--- src/rtl/regfile_wr_decoder.sv ---
// -----------------------------------------------------------------------------
// regfile_wr_decoder
//   Write-enable decoder for the 32-entry register file (write-back stage).
//   A 2:4 stage, enabled by RegWrite and selected by addr[4:3], enables one of
//   four 3:8 stages, each selected by addr[2:0]. The result is a one-hot
//   32-bit write-enable vector that is all-zero when RegWrite is low.
//
// Parameters
//   OUT_REG  1 = wr_en/grp_en registered (1-cycle latency), 0 = combinational
//
// Ports
//   clk       in   1   clock, rising edge (unused when OUT_REG = 0)
//   reset_n   in   1   asynchronous active-low reset (unused when OUT_REG = 0)
//   RegWrite  in   1   write request; gates the whole decode tree
//   addr      in   5   destination register number 0..31
//   wr_en     out  32  one-hot write enable, wr_en[k] = write register k
//   grp_en    out  4   2:4 stage output, grp_en[g] = registers 8g..8g+7
//
// Configuration macro
//   XZR_MASK_EN  when defined, addr = 31 (XZR) never raises a write enable;
//                grp_en[3] still asserts, so the 2:4 stage is unchanged.
// -----------------------------------------------------------------------------

// One 3:8 leaf of the tree. The enable gates every output, so an unknown
// select cannot leak through while the leaf is disabled.
module regfile_wr_dec3to8 (
    input  logic       en_i,
    input  logic [2:0] sel_i,
    output logic [7:0] dec_o
);
    always_comb begin
        dec_o = 8'h00;
        if (en_i) begin
            for (int j = 0; j < 8; j++) begin
                dec_o[j] = (sel_i == 3'(j));
            end
        end
    end
endmodule

module regfile_wr_decoder #(
    parameter bit OUT_REG = 1'b1
) (
    input  logic        clk,
    input  logic        reset_n,
    input  logic        RegWrite,
    input  logic [4:0]  addr,
    output logic [31:0] wr_en,
    output logic [3:0]  grp_en
);
    localparam int NUM_GRP = 4;
    localparam int GRP_W   = 8;

    logic [NUM_GRP-1:0]            grp_en_d;
    logic [NUM_GRP-1:0][GRP_W-1:0] leaf_dec;
    logic [31:0]                   wr_en_d;

    // 2:4 stage; RegWrite low forces zero regardless of addr.
    always_comb begin
        grp_en_d = '0;
        if (RegWrite) begin
            for (int g = 0; g < NUM_GRP; g++) begin
                grp_en_d[g] = (addr[4:3] == 2'(g));
            end
        end
    end

    // 3:8 leaves, one per group.
    for (genvar g = 0; g < NUM_GRP; g++) begin : g_leaf
        regfile_wr_dec3to8 u_leaf (
            .en_i  (grp_en_d[g]),
            .sel_i (addr[2:0]),
            .dec_o (leaf_dec[g])
        );
    end

`ifdef XZR_MASK_EN
    // XZR is a discard target: keep its group enable but drop the bit.
    always_comb begin
        wr_en_d     = leaf_dec;
        wr_en_d[31] = 1'b0;
    end
`else
    assign wr_en_d = leaf_dec;
`endif

    if (OUT_REG) begin : g_oreg
        logic [31:0] wr_en_q;
        logic [3:0]  grp_en_q;

        always_ff @(posedge clk or negedge reset_n) begin
            if (!reset_n) begin
                wr_en_q  <= '0;
                grp_en_q <= '0;
            end else begin
                wr_en_q  <= wr_en_d;
                grp_en_q <= grp_en_d;
            end
        end

        assign wr_en  = wr_en_q;
        assign grp_en = grp_en_q;
    end else begin : g_comb
        assign wr_en  = wr_en_d;
        assign grp_en = grp_en_d;
    end
endmodule

--- config.mk ---
export PLATFORM = sky130hd
export DESIGN_NAME = regfile_wr_decoder
export DESIGN_NICKNAME = d
export VERILOG_FILES = /design/src/rtl/regfile_wr_decoder.sv
export SDC_FILE = /design/constraint.sdc
export NUM_CORES = 1
export LEC_CHECK = 0
export BUFFER_PORTS_ARGS = -buffer_cell sky130_fd_sc_hd__buf_2
export CAP_MARGIN = 15
export CELL_PAD_IN_SITES_DETAIL_PLACEMENT = 0
export CELL_PAD_IN_SITES_GLOBAL_PLACEMENT = 1
export CORE_ASPECT_RATIO = 0.5
export CORE_UTILIZATION = 33
export DETAILED_ROUTE_END_ITERATION = 12
export GPL_TIMING_DRIVEN = 0
export PLACE_DENSITY_LB_ADDON = 0.25
export SETUP_SLACK_MARGIN = 0.1
export SLEW_MARGIN = 20
export SYNTH_ARGS = -nofsm -noshare
export SYNTH_HDL_FRONTEND = slang
export SYNTH_SLANG_ARGS = --single-unit
--- constraint.sdc ---
create_clock -name clk -period 0.8 [get_ports clk]
set_clock_uncertainty 0.1 [all_clocks]
set_input_delay 0.24 -clock clk [delete_from_list [all_inputs] [get_ports clk]]
set_output_delay 0.24 -clock clk [all_outputs]
set_load 0.1 [all_outputs]
==> impl_metrics.tcl, run 1 <==
set metrics [dict create \
    outcome "finished, violations left" \
    violations "hold timing, setup timing" \
    dieArea_um2 3820 \
    critical_path_class "reg -> out" \
    numCtsBuffers 5 \
    boundaryPins 44 \
    drt_iter0_drc 27 \
    end_kind "output pin" \
    required_ns 0.46 \
    core_area_um2 3190 \
    dr.pass1.iters 4 \
    holdWs_ns -0.206 \
    postRouteAntennaNets 0 \
    synth.distinct_cells 13 \
    die_w_um 86.4 \
    tightestPinTransition_ns 0.443 \
    hold_path_class "in -> async" \
    combPwrFrac 0.152 \
    period_needed_ns 1.30 \
    area_growth_pct 110 \
    p_leak_uw 0.000992 \
    seq_power_share 0.500 \
    vdd_drop_max_uv 905 \
    globalRouteMet2Util 0.329 \
    ys_seq_elements 36 \
    tritoncts "yes" \
    max_freq_ghz 0.772 \
    swShare 0.261 \
    die_h_um 44.2 \
    fin_nets 156 \
    final-max-slew-violation-count 0 \
    synth.avg_cell_area_um2 12.9 \
    rsz0062_at_grt "yes" \
    rows 14 \
    routabilityCongestion 0.666 \
    top_usage_layer "met2" \
    yosys_warnings 0 \
    p_sw_uw 979 \
    grtUsageTotal 0.190 \
    cts_buffer_depth 2 \
    grt_pass1_vias 970 \
    clock_sinks 36 \
    grt_max_degree 37 \
    grt.overflow.total 0 \
    cpPeakStageDelay_ns 0.49 \
    grt_pass1_wl_um 5010 \
    grt_use_met1 0.221 \
    synth_nets 99 \
    drive_above_1_share 0.799 \
    viasPerCell 4.59 \
    crit_start "wr_en[14]$_DFF_PN0_" \
    path_cells "buf_12" \
    netlist_instances 91 \
    vias 905 \
    slew_headroom 0.705 \
    post-route-period-util 1.62 \
    slowest_stage "dfrtp_4" \
    clockPowerShare 0.348 \
    cp-start-kind "register" \
    cpLargestDelayFamily "flip-flops" \
    worstPathArrival_ns 0.96 \
    use_met3 0.0672 \
    grt_antenna_before_repair 0 \
    total_power_uw 3750 \
    hold_viol_final 36 \
    critPathMaxFanout 1 \
    synthTopCellsByArea "dfrtp_1 77%, nor2_1 11%, nand4bb_1 2.9%, nand4b_1 2.2%, clkbuf_1 1.9%" \
    finalSetupViolCount 41 \
    h-tree-depth 2 \
    final_area_um2 2470 \
    cp-endpoint "wr_en[14]" \
    drc 0 \
    yosysSeqAreaShare 0.766 \
    p_int_uw 2770 \
    port_buffers 43 \
    netlist_area_um2 1180 \
    yosysTopAreaCellShare 0.766 \
    place_hpwl_um 1680 \
    synth_top_area_cell "dfrtp_1" \
    avgRoutedWirePerCell_um 16.8 \
    start_util 0.369 \
    placed_area_um2 1700 \
    path_buf_inv 1 \
    fin_ws_ns -0.495 \
    antenna_cells 0 \
    drt-total-wl_um 3300 \
    cts-root-buf "clkbuf_8" \
    path_depth 1 \
    p_per_area_nw_per_um2 1520 \
    max_cap_viol_count 0 \
    clkTransAtPathRegs_ns 0.07 \
]
metrics by stage:
stage                     TNS (ns)  setup slack, ns  utilization  cells
final                       -17.59           -0.495        0.774    197
after global routing        -18.43           -0.515        0.774    197
after CTS                   -17.61           -0.492        0.761    196
after detailed placement    -31.42           -0.469        0.534    182
after global placement      -29.16           -0.453        0.534    182
after floorplan              -6.94           -0.236            -     91
how the worst min path moves through the flow:
stage                  from             endpoint  slack, ns  depth (start not counted)
finish              reset_n  grp_en[1]$_DFF_PN0_      -0.21                          1
floorplan           reset_n  grp_en[0]$_DFF_PN0_      -0.16                          0
global route        reset_n  grp_en[1]$_DFF_PN0_      -0.17                          1
CTS                 reset_n  grp_en[1]$_DFF_PN0_      -0.19                          1
global placement    reset_n  grp_en[1]$_DFF_PN0_       0.24                          1
detailed placement  reset_n  grp_en[1]$_DFF_PN0_       0.26                          1
layout by cell type, fill, tap and decap left out, types with 2 or more instances in the layout:
| cell type | count |
|---|---|
| clkbuf_8 | 6 |
| nand2b_1 | 2 |
| nor2_1 | 22 |
| buf_6 | 4 |
| buf_4 | 6 |
| nand4bb_4 | 3 |
| buf_2 | 3 |
| nor2_2 | 11 |
| clkinv_2 | 2 |
| dfrtp_2 | 2 |
| nand4b_1 | 3 |
| buf_12 | 34 |
| clkbuf_16 | 2 |
| dfrtp_4 | 34 |
| buf_8 | 7 |
cell usage after synthesis:
master      n
or4b_4      1
nand4b_1    3
nand2b_1    2
clkbuf_1    6
and3_1      1
nand4bb_1   3
and3b_1     1
nand4_1     1
nor3b_1     1
dfrtp_1    36
or2_2       1
nor2_1     33
nand2_1     2
metal layers:
metal  vias to the layer above  part of all wire  routed length (um)
li1                        400                 -                   -
met1                       469              0.38                1270
met2                        28              0.54                1800
met3                         8             0.047                 154
met4                         0             0.025                  82
met5                         -                 0                   0
what timing repair did:
action,CTS,global route
cloned,1,0
endpoints found under the hold margin,36,36
setup endpoints to repair,104,70
pin swaps,18,11
buffers inserted,6,2
gates resized for setup,160,18
logic make-up (layout without fill, tap and decap cells):
group	after synthesis	after routing	synth area share
buf+inv	6	64	0.0191
simple gates	49	49	0.215
flops	36	36	0.766
state kept, by name (all words and copies together) (netlist names):
signal / flops
grp_en: 4
wr_en: 32
power by group through the flow:
stage / Sequential, uW / Clock (uW) / Combinational (uW)
final: 1870 / 1310 / 571
after global routing: 1870 / 1420 / 597
after CTS: 1870 / 1330 / 550
after detailed placement: 1900 / 0 / 427
after global placement: 1900 / 0 / 422
after floorplan: 2080 / 0 / 128
layout make-up:
cell class	count	area, um2
Timing Repair Buffer	51	863
Clock inverter	2	10.0
Fill cell	174	719
Multi-Input combinational cell	49	344
Clock buffer	6	82.6
Buffer	5	77.6
Tap cell	48	60.1
Sequential cell	36	1030
No activity file was read; power rests on OpenSTA's default activity.
==> run 2: changes to the inputs <==
- CORE_MARGIN: unset -> 8
==> run 2 against run 1 <==
- the run still ends with hold timing, setup timing left
- setup slack improved by 0.0087 ns
- critical path type unchanged
- critical endpoint is now wr_en[15]
- combinational power is essentially flat
- sequential power about the same
- largest cell class unchanged
- sequential cell count is the same
- critical path depth unchanged
- design area up 0.46%
- first-iteration DRC count is the same
- core utilization fell by 4.8 points
==> impl_metrics.tcl, run 2 (synthesized netlist as in run 1, its figures left out) <==
set metrics [dict create \
    outcome "finished, violations left" \
    violations "hold timing, setup timing" \
    end_kind "output pin" \
    boundaryPins 44 \
    hold_viol_final 36 \
    slew_headroom 0.710 \
    worstPathArrival_ns 0.95 \
    h-tree-depth 2 \
    rows 15 \
    holdWs_ns -0.203 \
    cpPeakStageDelay_ns 0.49 \
    clock_sinks 36 \
    grt_max_degree 37 \
    grt_pass1_vias 946 \
    largest_register_ffs 32 \
    cts_buffer_depth 2 \
    layout_common_cells "35 x buf_12, 34 x dfrtp_4, 20 x nor2_1" \
    vdd_drop_max_uv 947 \
    rsz0062_at_grt "yes" \
    crit_start "wr_en[15]$_DFF_PN0_" \
    place_ws_ns -0.468 \
    drt-total-wl_um 3170 \
    p_per_area_nw_per_um2 1540 \
    core_area_um2 3420 \
    period_needed_ns 1.29 \
    fin_ws_ns -0.487 \
    antenna_cells 0 \
    cts-root-buf "clkbuf_8" \
    critPathMaxFanout 1 \
    cp-start-kind "register" \
    die_h_um 58.2 \
    viasPerCell 4.45 \
    drc 0 \
    grt_pass1_wl_um 4890 \
    tns_ns -17.40 \
    area_growth_pct 111 \
    fin_util 0.726 \
    multi_input_area_um2 344 \
    finalSetupViolCount 41 \
    postRouteAntennaNets 0 \
    critical_path_class "reg -> out" \
    dr.pass1.iters 4 \
    final_area_um2 2480 \
    drt_iter0_drc 27 \
    tightestPinTransition_ns 0.435 \
    placed_area_um2 1710 \
    cpLargestDelayFamily "flip-flops" \
    avgRoutedWirePerCell_um 15.9 \
    slowest_stage "dfrtp_4" \
    required_ns 0.46 \
    routabilityCongestion 0.673 \
    final_common_cell "buf_12" \
    hold_path_class "in -> async" \
    fin_nets 156 \
    path_cells "buf_12" \
    post-route-period-util 1.61 \
    place_hpwl_um 2040 \
    vias 885 \
    p_leak_uw 0.000992 \
    max_cap_viol_count 0 \
    dieArea_um2 5850 \
    start_util 0.344 \
    final-max-slew-violation-count 0 \
    die_w_um 100 \
    clkTransAtPathRegs_ns 0.07 \
    path_buf_inv 1 \
    fillCellCount 202 \
    seq_area_um2 1030 \
    grt.overflow.total 0 \
    port_buffers 43 \
    max_freq_ghz 0.777 \
    tritoncts "yes" \
    grtUsageTotal 0.112 \
    numCtsBuffers 5 \
    drive_above_1_share 0.804 \
    grt_antenna_before_repair 0 \
]
run 2: cell types whose count changed in the layout (fill, tap and decap cells not counted), sizes merged:
| cell | delta |
|---|---|
| clkbuf | +1 |
| clkinv | -2 |
run 2: cell type report:
cell class,instances,share of cell area
clock buffer,7,0.0388
buffer,5,0.0323
sequential,36,0.416
multi-input combinational,49,0.139
timing repair buffer,51,0.349
tap,51,0.0257
run 2: timing repair:
action	4_1_cts	5_1_grt
hold endpoints to repair	36	36
endpoints found under the setup margin	104	68
setup buffers	5	3
gates resized for setup	159	19
pin swaps	9	12
run 2: metrics by stage:
stage	total power [uW]	std cells
floorplan	2210	91
CTS	3810	196
detailed placement	2330	185
finish	3820	199
global route	3940	199
global placement	2320	185
run 2: worst paths after layout:
path / end / slack [ns] / cells past startpoint
max: wr_en[15] / -0.49 / 1
min: grp_en[1]$_DFF_PN0_ / -0.20 / 1
max in group asynchronous: wr_en[4]$_DFF_PN0_ / 0.45 / 1
min in group clk: grp_en[0]$_DFF_PN0_ / 0.13 / 3
run 2: report_power, final:
group | switching (uW) | internal (uW)
clock network | 607 | 767
registers | 19.0 | 1850
logic | 335 | 235
run 2: metal layers:
layer	vias to the layer above	share of wire	track usage
met5	-	0	0
met4	0	0.0054	0.0447
met3	3	0.054	0.0430
met2	24	0.53	0.196
met1	456	0.41	0.121
li1	402	-	-
==> run 3: changes to the inputs <==
- GPL_TIMING_DRIVEN: 0 -> unset
- RECOVER_POWER: unset -> 50
==> run 3 against run 2 <==
- combinational power about the same
- core utilization unchanged
- design area unchanged
- final cell count up 1.0%
- total power down 2.3%
- maximum frequency up 0.50%
- routed wire length down 6.8%
- the flow still finishes with violations (hold timing, setup timing)
- critical path depth unchanged
- sequential power about the same
- clock-buffer cell count up 1
==> impl_metrics.tcl, run 3 (synthesized netlist as in run 1, its figures left out) <==
set metrics [dict create \
    core_area_um2 3420 \
    max_cap_viol_count 0 \
    port_buffers 43 \
    avgRoutedWirePerCell_um 14.7 \
    place_hpwl_um 2230 \
    seq_area_um2 1030 \
    finalSetupViolCount 40 \
    grt_pass1_wl_um 4820 \
    path_cells "buf_12" \
    tritoncts "yes" \
    postRouteAntennaNets 0 \
    fin_nets 157 \
    dieArea_um2 5850 \
    start_util 0.344 \
    largest_register_ffs 32 \
    boundaryPins 44 \
    die_h_um 58.2 \
    drc 0 \
    end_kind "output pin" \
    drt_iter0_drc 11 \
    cts_buffer_depth 2 \
    final-max-slew-violation-count 0 \
    period_needed_ns 1.28 \
    slowest_stage "dfrtp_4" \
    p_per_area_nw_per_um2 1500 \
    hold_path_class "in -> async" \
    cpPeakStageDelay_ns 0.48 \
    fin_ws_ns -0.480 \
    clkTransAtPathRegs_ns 0.07 \
    numCtsBuffers 5 \
    grt.overflow.total 0 \
    grt_max_degree 37 \
    cts-root-buf "clkbuf_8" \
    vias 858 \
    outcome "finished, violations left" \
    rsz0062_at_grt "yes" \
    worstPathArrival_ns 0.94 \
    multi_input_area_um2 362 \
    hold_viol_final 36 \
    viasPerCell 4.27 \
    die_w_um 100 \
    layout_common_cells "36 x buf_12, 34 x dfrtp_4, 23 x nor2_1" \
    fillCellCount 223 \
    p_leak_uw 0.000995 \
    drive_above_1_share 0.793 \
    antenna_cells 0 \
    grt_pass1_vias 969 \
    holdWs_ns -0.0862 \
    grtUsageTotal 0.108 \
    cpLargestDelayFamily "flip-flops" \
    critPathMaxFanout 1 \
    clock_sinks 36 \
    place_ws_ns -0.378 \
    tightestPinTransition_ns 0.464 \
    h-tree-depth 2 \
    final_common_cell "buf_12" \
    rows 15 \
    required_ns 0.46 \
    grt_antenna_before_repair 0 \
    max_freq_ghz 0.781 \
    post-route-period-util 1.60 \
    routabilityCongestion 0.658 \
    violations "hold timing, setup timing" \
    drt-total-wl_um 2950 \
    dr.pass1.iters 4 \
    critical_path_class "reg -> out" \
    path_buf_inv 1 \
    cp-start-kind "register" \
    tns_ns -17.24 \
    slew_headroom 0.690 \
    area_growth_pct 111 \
    vdd_drop_max_uv 894 \
]
==> run 3: area by class of cell <==
class                           instances  area share
Timing Repair Buffer                   57       0.376
Clock buffer                            8      0.0363
Sequential cell                        36       0.416
Tap cell                               51      0.0257
Multi-Input combinational cell         49       0.146
==> run 3: per-stage QoR <==
| stage | hold WS (ns) | utilization | total power (uW) | cells | area [um2] |
|---|---|---|---|---|---|
| 6_report | -0.0862 | 0.726 | 3730 | 201 | 2480 |
| 5_1_grt | -0.0310 | 0.726 | 3890 | 201 | 2480 |
| 4_1_cts | -0.191 | 0.699 | 3730 | 196 | 2390 |
| 3_5_place_dp | 0.113 | 0.651 | 2410 | 186 | 2220 |
| 3_3_place_gp | 0.110 | 0.651 | 2400 | 186 | 2220 |
| 2_1_floorplan | -0.156 | - | 2210 | 91 | 1430 |
==> run 3: worst max path at each step <==
| stage | from | end | slack, ns | cells past startpoint |
|---|---|---|---|---|
| 2_1_floorplan | addr[1] | wr_en[0]$_DFF_PN0_ | -0.24 | 2 |
| 5_1_grt | wr_en[2]$_DFF_PN0_ | wr_en[2] | -0.50 | 1 |
| 6_report | grp_en[2]$_DFF_PN0_ | grp_en[2] | -0.48 | 1 |
| 3_3_place_gp | addr[1] | wr_en[4]$_DFF_PN0_ | -0.36 | 3 |
| 3_5_place_dp | addr[1] | wr_en[0]$_DFF_PN0_ | -0.38 | 3 |
| 4_1_cts | grp_en[2]$_DFF_PN0_ | grp_en[2] | -0.49 | 1 |
==> run 3: routing by layer <==
layer | vias to the layer above | routed length, um | track usage
li1 | 407 | - | -
met1 | 420 | 1130 | 0.123
met2 | 27 | 1610 | 0.184
met3 | 4 | 174 | 0.0346
met4 | 0 | 38 | 0.0447
met5 | - | 0 | 0
==> run 3: timing repair <==
action | 4_1_cts | 5_1_grt
hold endpoints to repair | 36 | 36
cloned | 0 | 0
pin swaps | 12 | 10
buffers inserted | 2 | 5
setup endpoints to repair | 68 | 71
resized for setup | 15 | 20
==> run 3: power breakdown <==
group | leakage (uW) | switching (uW) | internal [uW]
clock | 0.0000455 | 583 | 701
sequential | 0.000429 | 19.4 | 1850
combinational | 0.000520 | 338 | 232
